## src/rtl/iterative_divider_if.sv

```systemverilog
// Operand/result bundle shared between the execute stage and the iterative divider.
interface iterative_divider_if #(
  parameter int WIDTH = 64
);
  logic             start;
  logic             signed_op;
  logic [WIDTH-1:0] dividend;
  logic [WIDTH-1:0] divisor;
  logic             busy;
  logic             done;
  logic [WIDTH-1:0] quotient;
  logic [WIDTH-1:0] remainder;
  logic             div_by_zero;

  modport master (
    output start, signed_op, dividend, divisor,
    input  busy, done, quotient, remainder, div_by_zero
  );

  modport slave (
    input  start, signed_op, dividend, divisor,
    output busy, done, quotient, remainder, div_by_zero
  );
endinterface

```

## src/rtl/iterative_divider.sv

```systemverilog
// Multi-cycle restoring divider (UDIV/SDIV): one quotient bit per cycle on magnitudes,
// signs restored in a final fixup cycle. busy stalls the pipeline for the whole operation.
module iterative_divider #(
  parameter int WIDTH = 64
) (
  input logic               clk,
  input logic               reset_n,
  iterative_divider_if.slave bus
);
  localparam int CNT_W = $clog2(WIDTH);

  typedef enum logic [2:0] {IDLE, PREP, DIVIDE, FIXUP, DONE} state_t;

  state_t           state, state_nxt;
  logic [WIDTH-1:0] dnd_raw, dvs_raw, dvs_mag, rem, q;
  logic [WIDTH-1:0] quo_r, rmd_r;
  logic             sop, q_neg, r_neg, dbz_r;
  logic [CNT_W-1:0] cnt;
  logic             busy_c, done_c;

  logic             dnd_neg, dvs_neg, dvs_zero;
  logic [WIDTH-1:0] dnd_abs, dvs_abs;
  logic [WIDTH:0]   rem_sh;
  logic [WIDTH-1:0] trial;
  logic             ge, last;

  // Negation only for SDIV with a negative operand; |MIN| fits as unsigned.
  assign dnd_neg  = sop & dnd_raw[WIDTH-1];
  assign dvs_neg  = sop & dvs_raw[WIDTH-1];
  assign dnd_abs  = dnd_neg ? -dnd_raw : dnd_raw;
  assign dvs_abs  = dvs_neg ? -dvs_raw : dvs_raw;
  assign dvs_zero = (dvs_raw == '0);

  // Shifted partial remainder needs one extra bit once the divisor MSB is set.
  assign rem_sh = {rem, q[WIDTH-1]};
  assign ge     = (rem_sh >= {1'b0, dvs_mag});
  assign trial  = rem_sh[WIDTH-1:0] - dvs_mag;
  assign last   = (cnt == CNT_W'(WIDTH-1));

  always_ff @(posedge clk or negedge reset_n) begin
    if (!reset_n) state <= IDLE;
    else          state <= state_nxt;
  end

  always_comb begin
    state_nxt = state;
    busy_c    = 1'b1;
    done_c    = 1'b0;
    case (state)
      IDLE: begin
        busy_c = 1'b0;
        if (bus.start) state_nxt = PREP;
      end
      PREP:   state_nxt = dvs_zero ? DONE : DIVIDE;
      DIVIDE: if (last) state_nxt = FIXUP;
      FIXUP:  state_nxt = DONE;
      DONE: begin
        done_c    = 1'b1;
        state_nxt = IDLE;
      end
      default: state_nxt = IDLE;
    endcase
  end

  always_ff @(posedge clk or negedge reset_n) begin
    if (!reset_n) begin
      dnd_raw <= '0;
      dvs_raw <= '0;
      dvs_mag <= '0;
      rem     <= '0;
      q       <= '0;
      sop     <= 1'b0;
      q_neg   <= 1'b0;
      r_neg   <= 1'b0;
      cnt     <= '0;
      quo_r   <= '0;
      rmd_r   <= '0;
      dbz_r   <= 1'b0;
    end else begin
      case (state)
        IDLE: if (bus.start) begin
          dnd_raw <= bus.dividend;
          dvs_raw <= bus.divisor;
          sop     <= bus.signed_op;
        end
        PREP: begin
          q       <= dnd_abs;
          dvs_mag <= dvs_abs;
          rem     <= '0;
          cnt     <= '0;
          q_neg   <= dnd_neg ^ dvs_neg;
          r_neg   <= dnd_neg;
          // Zero divisor skips the loop; remainder is the raw dividend.
          if (dvs_zero) begin
            quo_r <= '0;
            rmd_r <= dnd_raw;
            dbz_r <= 1'b1;
          end
        end
        DIVIDE: begin
          q   <= {q[WIDTH-2:0], ge};
          rem <= ge ? trial : rem_sh[WIDTH-1:0];
          cnt <= cnt + 1'b1;
        end
        FIXUP: begin
          quo_r <= q_neg ? -q : q;
          rmd_r <= r_neg ? -rem : rem;
          dbz_r <= 1'b0;
        end
        default: ;
      endcase
    end
  end

  assign bus.busy        = busy_c;
  assign bus.done        = done_c;
  assign bus.quotient    = quo_r;
  assign bus.remainder   = rmd_r;
  assign bus.div_by_zero = dbz_r;
endmodule

```

## src/flat_wrapper.sv

```systemverilog
// flat-port wrapper written by rule: the top's interface ports become plain ports
module iterative_divider_flat 
#(
  parameter int WIDTH = 64
)
  (clk, reset_n, bus_start, bus_signed_op, bus_dividend, bus_divisor, bus_busy, bus_done, bus_quotient, bus_remainder, bus_div_by_zero);
  iterative_divider_if #(.WIDTH(WIDTH)) bus_i ();
  input logic clk;
  input logic reset_n;
  input wire logic [$bits(bus_i.start)-1:0] bus_start;
  input wire logic [$bits(bus_i.signed_op)-1:0] bus_signed_op;
  input wire logic [$bits(bus_i.dividend)-1:0] bus_dividend;
  input wire logic [$bits(bus_i.divisor)-1:0] bus_divisor;
  output wire logic [$bits(bus_i.busy)-1:0] bus_busy;
  output wire logic [$bits(bus_i.done)-1:0] bus_done;
  output wire logic [$bits(bus_i.quotient)-1:0] bus_quotient;
  output wire logic [$bits(bus_i.remainder)-1:0] bus_remainder;
  output wire logic [$bits(bus_i.div_by_zero)-1:0] bus_div_by_zero;
  assign bus_i.start = bus_start;
  assign bus_i.signed_op = bus_signed_op;
  assign bus_i.dividend = bus_dividend;
  assign bus_i.divisor = bus_divisor;
  assign bus_busy = bus_i.busy;
  assign bus_done = bus_i.done;
  assign bus_quotient = bus_i.quotient;
  assign bus_remainder = bus_i.remainder;
  assign bus_div_by_zero = bus_i.div_by_zero;
  iterative_divider #(.WIDTH(WIDTH)) u_core (.clk(clk), .reset_n(reset_n), .bus(bus_i));
endmodule
```

## config.mk

```make
export PLATFORM = sky130hd
export DESIGN_NAME = iterative_divider_flat
export DESIGN_NICKNAME = d
export VERILOG_FILES = /design/src/rtl/iterative_divider_if.sv /design/src/rtl/iterative_divider.sv /design/src/flat_wrapper.sv
export SDC_FILE = /design/constraint.sdc
export NUM_CORES = 1
export LEC_CHECK = 0
export ABC_AREA = 0
export CORE_MARGIN = 4
export CORE_UTILIZATION = 60
export CTS_CLUSTER_DIAMETER = 60
export DETAILED_ROUTE_END_ITERATION = 10
export MAX_ROUTING_LAYER = met4
export PLACE_DENSITY = 0.94
export SYNTH_ARGS = -nofsm -noshare
export SYNTH_HDL_FRONTEND = slang
export SYNTH_SLANG_ARGS = --single-unit
export TNS_END_PERCENT = 5
```

## constraint.sdc

```tcl
create_clock -name clk -period 7.9 [get_ports clk]
set_input_delay 1.185 -clock clk [delete_from_list [all_inputs] [get_ports clk]]
set_output_delay 1.185 -clock clk [all_outputs]
set_load 0.1 [all_outputs]
```

Word-level counts from Yosys, hierarchy flattened:

Cells that the tools add are included.

* multiplexer cells: 20
* eq/ne operators: 8
* add/subtract/negate cells: 6
* bitwise operators: 3
* reductions and logical operators: 7
* $lt $le $gt $ge: 1

Operators by type and width (count)
* $pmux W64 S2: 4
* $mux W64: 7
* $neg A64 Y64: 4
* $ge A65 B64 Y1: 1
* $logic_not A64 Y1: 1
* $sub A64 B64 Y64: 1
* $pmux W3 S4: 1
* $pmux W6 S2: 1
* $mux W3: 3
* $add A6 B1 Y6 const B: 1
* $eq A3 B2 Y1 const B: 2
* $eq A6 B6 Y1 const B: 1
* $reduce_and A2 Y1: 3
* $ne A2 B1 Y1 const B: 2
* $reduce_bool A2 Y1: 2
* $eq A3 B1 Y1 const B: 1
* $eq A3 B3 Y1 const B: 1
* $logic_not A3 Y1: 1
* $mux W1: 3
* $and A1 B1 Y1: 2
* $ne A2 B2 Y1 const B: 1
* $pmux W1 S2: 1
* $xor A1 B1 Y1: 1

* flip-flop bits (word level): 461

Depth between registers and ports, before layout:

* depth after elaboration: 3
* gate-level depth with buffers: 15
* mapped depth without buffers: 14

Least setup slack after synthesis:

OpenSTA, ideal clock, no wires.

* kind: register -> register
* from: reg u_core.dvs_raw[16]
* to: reg u_core.rmd_r[50] (netlist: u_core.bus.remainder[50])
* slack: 3971 ps
* arrival: 3792 ps
* library setup time: 137 ps
* cell stages (with the launch flop): 15
* clock period less this slack: 3929 ps
* path buffers: 4
* required time: 7763 ps
* cell sequence: dfrtp_1 > or4_4 > or3_4 > nor4_4 > nand2_1 > or4_1 > buf_2 > or4_1 > buf_2 > or4_1 > clkbuf_1 > buf_6 > and2_1 > a211oi_2 > a21oi_1

* word-level cells in the longest chain between the ends: 3

Ends and longest elaborated chain
* from (decl): line iterative_divider.sv:15 `logic [WIDTH-1:0] dnd_raw, dvs_raw, dvs_mag, rem, q;`
* from (signal assigned): line iterative_divider.sv:83 `dvs_raw <= bus.divisor;`
* $logic_not A64 Y1: line iterative_divider.sv:32 `assign dvs_zero = (dvs_raw == '0);`
* $ne A2 B1 Y1 (no line)
* $reduce_and A2 Y1 (no line)
* to (signal assigned): line iterative_divider.sv:96 `rmd_r <= dnd_raw;`
* to (signal assigned): line iterative_divider.sv:107 `rmd_r <= r_neg ? -rem : rem;`
* to (decl): line iterative_divider.sv:16 `logic [WIDTH-1:0] quo_r, rmd_r;`

No other way between the ends.
A chain may end at the register's enable or synchronous reset.

Worst setup path after layout:

Ends and elaborated chain as after synthesis.

==> metrics.md <==
| Metric | Value |
|---|---|
| Unrepaired setup endpoints after global routing | false |
| Number of remaining DRC errors | 0 |
| H-tree Lvls | 2 |
| Top cells by area, synth | dfrtp_1, o21ai_0, xor2_1 |
| Top-count cell post-synth | dfrtp_1 |
| Clk_skew | 0.0328 ns |
| Post-Syn Area | 27400 um2 |
| #FFs+latches synth | 461 |
| Number of hold violations in the final report | 0 |
| Worst Reg-to-Reg Cells | 10 |
| Worst R2R Start | u_core.dvs_raw[16] |
| Crit-path most repeated cell | or4_1 |
| Clk Latency, worst-skew pair | 0.61 ns |
| Vias | 23900 |
| Die Y | 222 um |
| EDFF count, synth | 0 |
| Crit Path Max Fanout | 39 |
| Port bufs | 262 |
| Total die area | 49200 um2 |
| Final setup viols | 0 |
| Total of max-cap violations | 0 |
| Setup WS pre-CTS | 2.79 ns |
| Worst min-delay path class | register to register |
| Vias per std cell | 6.35 |
| Hold buffer count at CTS | 0 |
| Starting DRC count in detailed routing | 2403 |
| Critical Path RT | 8.35 ns |
| Final hold slack | 0.478 ns |
| Syn_nets | 3178 |
| Routing usage on met2 | 49.7% |
| Clock tree buffer depth | 3 |
| Initial antenna violation count | 0 |
| Post-CTS resize count | 0 |
| Largest net degree at the start of global routing | 190 |
| TNS Setup | 0 ns |
| Synth async-reset ratio | 100% |
| Remaining antenna violation count | 0 |
| FF-to-FF setup slack | 2.75 ns |
| Met1 usage | 42.4% |
| Register area share after synthesis | 42.0% |
| CP peak stage delay | 1.25 ns |
| Fin crit period | 5.15 ns |
| Initial core utilization | 60.6% |
| Max Fclk | 194 MHz |
| GPL Wtd Cong | 1.01 |
| Drt pass-1 iters | 6 |
| Clock tree from TritonCTS | yes |
| Fin. max-slew vios | 0 |
| Filler instances | 3342 |
| IO Pins | 263 |
| CP Capture Type | register |
| Total length of routed wires | 78800 um |
| Setup Fix Bufs, Post-CTS | 0 |
| CP arrival | 5.60 ns |
| Worst Tran Pin Value | 1.14 ns |
| Synth Flop Type | dfrtp_1 |
| Critical Path Start | u_core.dvs_raw[16] |
| Gr busiest metal | met2 |
| Crit path capture | u_core.bus.remainder[50] |
| Avg Cell Area, Syn | 9.22 um2 |
| Nets | 3331 |
| Outcome | completed |
| Die X | 222 um |
| Slowest-stage cell, CP | or4_2 |
| Vias in the first global route | 23100 |
| Final setup margin | 2.75 ns |
| Total gr overflow | 0 |
| Share of cells above drive strength 1 | 8.43% |
| Synth top cells by count | dfrtp_1, nand2_1, o21ai_0, xor2_1, clkbuf_1 |
| CP cell instances | or4_4, or3_4, nor4_4, nand2_1, or4_1, or4_1, or4_2, and2_1, a211oi_2, a21oi_1 |
| Crit Path Class | register to register |
| Synth top area share | 42.0% |
| Clock Sinks | 461 |
| Rows | 78 |
| Synth area leader | dfrtp_1 |
| Total track usage | 32.0% |
| Unique masters post-synth | 67 |
| Grt met3 use | 5.31% |
| Ys Warns | 0 |
| HPWL Detailed | 56600 um |
| Worst r2r dst | u_core.bus.remainder[50] |
| N_diodes | 0 |
| Global-route wire length before repair | 126000 um |
| Root Driver | clkbuf_16 |
| Post-synthesis cell count | 2976 |
| Core area | 45300 um2 |
| Crit start category | register |
| Final period utilization | 65.2% |
| Area grow syn2layout | 17.0% |
| WL/cell | 20.9 um |
| Slew margin rel. | 23.9% |
| Num CTS Buffers | 50 |
| CTS clock-pin slew for the worst setup and hold paths | 0.06 ns |
## critical path: cells and delay by family (launching register included)
family | cells | cell delay (ns)
AND/OR/NAND/NOR | 8 | 4.31
flip-flops | 1 | 0.41
AO/OA/AOI/OAI | 2 | 0.29
## cells in the final DEF, fill, tap and decap left out, types with 22 or more instances in the layout
cell type / Yosys / layout
a21o_1: 31 / 31
o22ai_1: 60 / 60
or4_1: 28 / 27
buf_4: 0 / 24
nor4_1: 27 / 26
ha_1: 69 / 69
mux2i_1: 70 / 70
a221o_1: 22 / 22
o41ai_1: 35 / 34
a22oi_1: 72 / 72
o31ai_1: 61 / 61
nand4_1: 28 / 28
nand3_1: 47 / 45
dfrtp_1: 461 / 461
clkbuf_16: 0 / 50
nor2_1: 120 / 117
nand2_1: 359 / 359
o21ai_0: 352 / 352
xor2_1: 187 / 187
or3_1: 47 / 47
xnor2_1: 120 / 120
mux2_2: 125 / 125
inv_1: 93 / 93
a21oi_1: 128 / 128
nor3_1: 52 / 51
clkdlybuf4s50_1: 0 / 261
## how the worst min path moves through the flow
stage,cells past startpoint,to,startpoint
after floorplan,2,u_core.dvs_mag[10],u_core.dvs_mag[10]
after global placement,2,u_core.q_neg,u_core.q_neg
after detailed placement,2,u_core.dvs_mag[30],u_core.dvs_mag[30]
after CTS,2,u_core.dvs_mag[37],u_core.dvs_mag[37]
after global routing,2,u_core.dvs_mag[48],u_core.dvs_mag[48]
final,2,u_core.dvs_mag[37],u_core.dvs_mag[37]
## per-layer routing
layer  up-vias  wire (um)
met5         -          0
met4         0       3530
met3       211       6630
met2      1188      36500
met1     11500      32200
li1      11100          -
## layout make-up
cell class / count / area [um2] / share of cell area [%]
Sequential cell: 461 / 11500 / 35.9
Timing Repair Buffer: 287 / 2830 / 8.81
Multi-Input combinational cell: 2236 / 14900 / 46.4
Tap cell: 600 / 751 / 2.34
Clock inverter: 23 / 322 / 1.00
Inverter: 93 / 349 / 1.09
Clock buffer: 69 / 1420 / 4.43
## per-stage QoR
stage	instance area, um2	utilization [%]	cells
finish	32100	70.9	3769
floorplan	27400	-	2976
CTS	32100	70.9	3769
global placement	30400	67.0	3677
global route	32100	70.9	3769
detailed placement	30400	67.0	3677
## cell families after synthesis
kind of cell | share of synthesized area, %
adder cells (fa/ha/maj) | 3.22
buffers and inverters | 3.92
XOR/XNOR | 9.80
AO/OA/AOI/OAI | 19.9
flip-flops | 42.0
multiplexers | 7.68
AND/OR/NAND/NOR | 13.5
## sequential cells by signal (all words and copies together), names as in the netlist
name,count
u_core.state,3
u_core.q_neg,1
u_core.rem,64
u_core.dvs_raw,64
u_core.bus.quotient,64
u_core.dvs_mag,64
u_core.sop,1
u_core.bus.remainder,64
u_core.bus.div_by_zero,1
u_core.r_neg,1
u_core.dnd_raw,64
u_core.cnt,6
u_core.q,64
Power is not shown: default switching activity piles up to over one toggle a cycle in this logic, so the estimate is an artifact.
